File: src/rtl/seq_prio_enc_pkg.sv
// Shared types and default sizing for the sequential priority encoder.
package seq_prio_enc_pkg;

    localparam int N_DEF    = 8;
    localparam int IDXW_DEF = 3;

    typedef enum logic {
        IDLE  = 1'b0,
        DRAIN = 1'b1
    } state_t;

endpackage

File: src/rtl/pri_find.sv
// Combinational lowest-set-bit finder: binary index of the lowest set bit plus an any-set flag.
module pri_find #(
    parameter int N    = 8,
    parameter int IDXW = 3
) (
    input  logic [N-1:0]    vec,
    output logic [IDXW-1:0] idx,
    output logic            any
);

    always_comb begin
        idx = '0;
        any = |vec;
        // Scan from the top so the lowest set bit is the final assignment.
        for (int i = N - 1; i >= 0; i--) begin
            if (vec[i]) begin
                idx = IDXW'(i);
            end
        end
    end

endmodule

File: src/rtl/seq_prio_encoder.sv
// Sequential N-to-IDXW encoder: accepts a multi-hot vector and emits one index per beat.
// Build option SEQ_PRIO_ENC_MSB_FIRST_EN emits highest set index first instead of lowest.
module seq_prio_encoder
    import seq_prio_enc_pkg::*;
#(
    parameter int N    = N_DEF,
    parameter int IDXW = IDXW_DEF
) (
    input  logic            clk,
    input  logic            rst_n,
    input  logic            in_valid,
    output logic            in_ready,
    input  logic [N-1:0]    in_vec,
    output logic            out_valid,
    input  logic            out_ready,
    output logic [IDXW-1:0] out_idx,
    output logic            out_last,
    output logic            out_none
);

    generate
        if (IDXW != $clog2(N)) begin : g_bad_idxw
            $error("seq_prio_encoder: IDXW must equal clog2(N)");
        end
    endgenerate

    state_t         state_reg, state_next;
    logic [N-1:0]   pend_reg, pend_next;
    logic           none_reg, none_next;

    logic [N-1:0]    search_vec;
    logic [IDXW-1:0] find_idx;
    logic            find_any;
    logic [IDXW-1:0] cur_idx;
    logic [N-1:0]    emit_mask;
    logic            single;

`ifdef SEQ_PRIO_ENC_MSB_FIRST_EN
    // Reverse the search so the finder's "lowest" is our highest set bit.
    for (genvar gi = 0; gi < N; gi++) begin : g_rev
        assign search_vec[gi] = pend_reg[N-1-gi];
    end
    assign cur_idx = IDXW'(N - 1) - find_idx;
`else
    assign search_vec = pend_reg;
    assign cur_idx    = find_idx;
`endif

    pri_find #(
        .N    (N),
        .IDXW (IDXW)
    ) u_pri_find (
        .vec (search_vec),
        .idx (find_idx),
        .any (find_any)
    );

    assign emit_mask = N'(1) << cur_idx;
    // Exactly one bit left: this beat is the last of the vector.
    assign single    = find_any && ((pend_reg & (pend_reg - N'(1))) == '0);

    always_ff @(posedge clk) begin
        if (!rst_n) begin
            state_reg <= IDLE;
            pend_reg  <= '0;
            none_reg  <= 1'b0;
        end else begin
            state_reg <= state_next;
            pend_reg  <= pend_next;
            none_reg  <= none_next;
        end
    end

    always_comb begin
        state_next = state_reg;
        pend_next  = pend_reg;
        none_next  = none_reg;
        in_ready   = 1'b0;
        out_valid  = 1'b0;
        out_idx    = '0;
        out_last   = 1'b0;
        out_none   = 1'b0;

        unique case (state_reg)
            IDLE: begin
                in_ready = 1'b1;
                if (in_valid) begin
                    pend_next  = in_vec;
                    none_next  = (in_vec == '0);
                    state_next = DRAIN;
                end
            end
            DRAIN: begin
                out_valid = 1'b1;
                out_idx   = none_reg ? '0 : cur_idx;
                out_last  = none_reg || single;
                out_none  = none_reg;
                if (out_ready) begin
                    pend_next = pend_reg & ~emit_mask;
                    if (none_reg || single) begin
                        state_next = IDLE;
                        none_next  = 1'b0;
                    end
                end
            end
            default: begin
                state_next = IDLE;
            end
        endcase
    end

endmodule

File: config.mk
export PLATFORM = sky130hd
export DESIGN_NAME = seq_prio_encoder
export DESIGN_NICKNAME = d
export VERILOG_FILES = /design/src/rtl/seq_prio_enc_pkg.sv /design/src/rtl/pri_find.sv /design/src/rtl/seq_prio_encoder.sv
export SDC_FILE = /design/constraint.sdc
export NUM_CORES = 1
export LEC_CHECK = 0
export CAP_MARGIN = 15
export CORE_AREA = 2 2 41 43
export CTS_BUF_LIST = sky130_fd_sc_hd__clkbuf_8
export DETAILED_ROUTE_END_ITERATION = 16
export DIE_AREA = 0 0 43 45
export PLACE_DENSITY = 0.89
export SYNTH_ARGS = -nofsm -noshare
export SYNTH_HDL_FRONTEND = slang
export SYNTH_SLANG_ARGS = --single-unit
File: constraint.sdc
create_clock -name clk -period 1.6 [get_ports clk]
set_input_delay 0.16 -clock clk [delete_from_list [all_inputs] [get_ports clk]]
set_output_delay 0.16 -clock clk [all_outputs]
set_load 0.005 [all_outputs]
==> results.md, run 1 <==
* Critical Path Start: pend_reg[0]$_SDFFE_PN0P_
* First-pass GRT wire length at 4460 um
* # clock sinks at 10
* Synthesized-area fraction occupied by and/or/nand/nor cells at 27.5%
* DRT iter0 DRCs at 73
* Initial antenna violation count at 0
* Synth Cell Area at 674 um2
* Detailed Place HPWL at 1720 um
* Crit. End Element: primary output
* First-pass DRT Iterations at 4
* Ys flop type: dfxtp_1
* CTS max path bufs at 2
* Hold_sp: in_vec[1]
* Outcome: finished, violations left
* Startpoint Class: register
* Final hold vios at 0
* Slew @ Worst Pin at 0.430 ns
* Cell Pwr Density at 808 nW/um2
* Non-Filler Instances at 147
* Worst-Skew Late Latency at 0.24 ns
* Slew headroom at 71.1%
* Routed len/inst at 19.1 um
* I/O Pins at 19
* Fill count at 88
* Overall Global Routing Usage at 32.0%
* Reg2reg setup slack at -0.07 ns
* Largest net degree at the start of global routing at 13
* Failing checks: setup timing
* Post-synthesis net count at 99
* Routed Antenna Nets at 0
* Via density at 6.39
* Buffers on Ports at 18
* Crit-path max FO at 4
* Worst Slack Setup Final at -0.110 ns
* R2r startpoint: pend_reg[7]$_SDFFE_PN0P_
* Max reg flops at 8
* Clock slew at reported path FFs at 0.05 ns
* Die H at 45 um
* Worst hold path class: in -> reg
* Post-synthesis compound-gate area fraction at 31.7%
* Yosys cell types at 38
* Area of the multi-input gates at 469 um2
* Clock skew at 0.00737 ns
* Hold depth at 3
* Hold EP: pend_reg[1]$_SDFFE_PN0P_
* Async set-reset flop share out of synthesis at 0%
* Synth warnings at 0
* Average cell area after synthesis at 7.75 um2
* Via count at 940
* Crit path DAT at 1.55 ns
* H-tree lvl count at 1
* Syn Inst Count at 87
* Wirelength, routed at 2810 um
* RSZ-0062 raised after global routing: true
* Number of enable flip-flop cells after synthesis at 0
* Vias in the first global route at 862
* Fin nets at 145
* Die Wd at 43 um
* Cells after DPL at 136
* Final max-slew violation count at 0
* VDD IR-drop max at 0.521 mV
* Share of layout cells above drive strength 1 at 38.2%
* Main combinational cell family by area after synthesis: compound AO/OA/AOI/OAI gates
* Initial Utilization at 45.8%
* FMAX at 585 MHz
* Routability cong. at 0.999
* Cts bufs inserted at 3
* WS Path Type: reg -> out
* Leakage at 0.490 nW
* Rows at 14
* Post-synthesis mux area share at 3.15%
* Synth Area in XOR/XNOR at 1.30%
* Sequential share of the synthesized area at 29.7%
* CORE AREA at 1470 um2
* Final Critical Period at 1.71 ns
* Post-layout util at 77.0%
* # DRC at 0
* Post-synthesis register bit count at 10
* Area growth syn-to-layout at 68.1%
* Number of diodes at 0
* Min Hold Slack at 0.542 ns
* Post-route clock period utilization at 107%
* Worst R2R End: pend_reg[7]$_SDFFE_PN0P_
* Final setup TNS at -0.328 ns
* CTS root buffer: clkbuf_8
* Power, Total at 0.916 mW
* Die area at 1940 um2
* Sequential cell area at 214 um2
* CTS tree: done
* Critical Path RT at 1.44 ns
* Max-cap violations at 0
* Synth Area in Adders at 1.48%
* Setup-failing EPs final at 4
* R2R depth at 7
* Gr ovfl total at 0
==> worst max path at each step <==
stage | endpoint | slack [ns]
after floorplan | out_last | 0.19
final | out_last | -0.11
after global placement | out_last | -0.19
after global routing | out_last | -0.26
after detailed placement | out_last | -0.26
after CTS | out_last | -0.22
==> through the flow <==
stage | area (um2) | setup WS [ns]
5_1_grt | 1130 | -0.264
3_5_place_dp | 993 | -0.261
6_report | 1130 | -0.110
3_3_place_gp | 993 | -0.192
2_1_floorplan | 674 | 0.193
4_1_cts | 1130 | -0.221
==> worst max-delay path, cell delays in order (launching register included) <==
cell and delay (ns):
dfxtp_4 0.37, nor4_4 0.27, o211a_1 0.18, a31oi_1 0.04, o21ai_1 0.16, and3_1 0.18
clkbuf_2 0.11
==> report_power, final <==
| part | leakage (nW) | internal, mW | switching, mW | total (mW) |
|---|---|---|---|---|
| Clock | 0.0216 | 0.165 | 0.101 | 0.266 |
| Combinational | 0.383 | 0.197 | 0.162 | 0.359 |
| Sequential | 0.0855 | 0.266 | 0.0244 | 0.290 |
==> Yosys cell counts, drive strengths merged (2+ instances only) <==
cell type	instances	area (um2)
a21boi	2	15.0
a21oi	3	15.0
a31oi	2	12.5
a41oi	2	17.5
and2	2	12.5
buf	2	16.3
clkbuf	2	7.51
dfxtp	10	200
inv	3	11.3
nand2	12	45.0
nor2	8	32.5
nor2b	4	25.0
nor3	3	15.0
nor4	2	27.5
o211a	2	20.0
o21ai	9	45.0
o21bai	2	15.0
==> metal layers <==
layer / GRT usage, % / wire, um / up-vias
met4: 12.1 / 95 / 0
met3: 2.80 / 220 / 10
li1: - / - / 412
met1: 37.7 / 1100 / 438
met2: 60.6 / 1400 / 80
met5: 0 / 0 / -
==> area by class of cell <==
class | instances | share of cell area, %
clock buffers | 3 | 3.64
inverters | 3 | 0.993
well taps | 16 | 1.77
repair buffers | 45 | 33.3
flip-flops and latches | 10 | 18.9
multi-input cells | 70 | 41.4
==> placed cells by master, fill, tap and decap left out, drive strengths merged, types with 2 or more instances in the layout <==
master,n
buf,30
clkdlybuf4s50,14
nand2,12
dfxtp,10
o21ai,9
nor2,8
nor2b,4
clkbuf,4
inv,3
nor3,3
a21oi,3
o21bai,2
and2,2
o211a,2
a31oi,2
a41oi,2
a21boi,2
nor4,2
==> what timing repair did <==
item	in CTS	in global routing
resized for setup	23	17
endpoints found under the setup margin	4	8
buffers inserted	9	2
cloned	0	0
pin swaps	10	10
hold buffers	0	0
==> cell families (layout without fill, tap and decap cells) <==
logic type	after synthesis	in the layout
simple gates	35	35
compound gates	31	31
flops	10	10
buf+inv	7	51
mux	2	2
fa+ha+maj	1	1
xor+xnor	1	1
Note: power is estimated with default switching activity, not from simulation.
==> run 2: changes to the inputs <==
Settings changed: HOLD_SLACK_MARGIN from default to 0.06, RECOVER_POWER from default to 25.
==> results of run 2 <==
The final DEF is identical to that of run 1; final timing and power are the same.
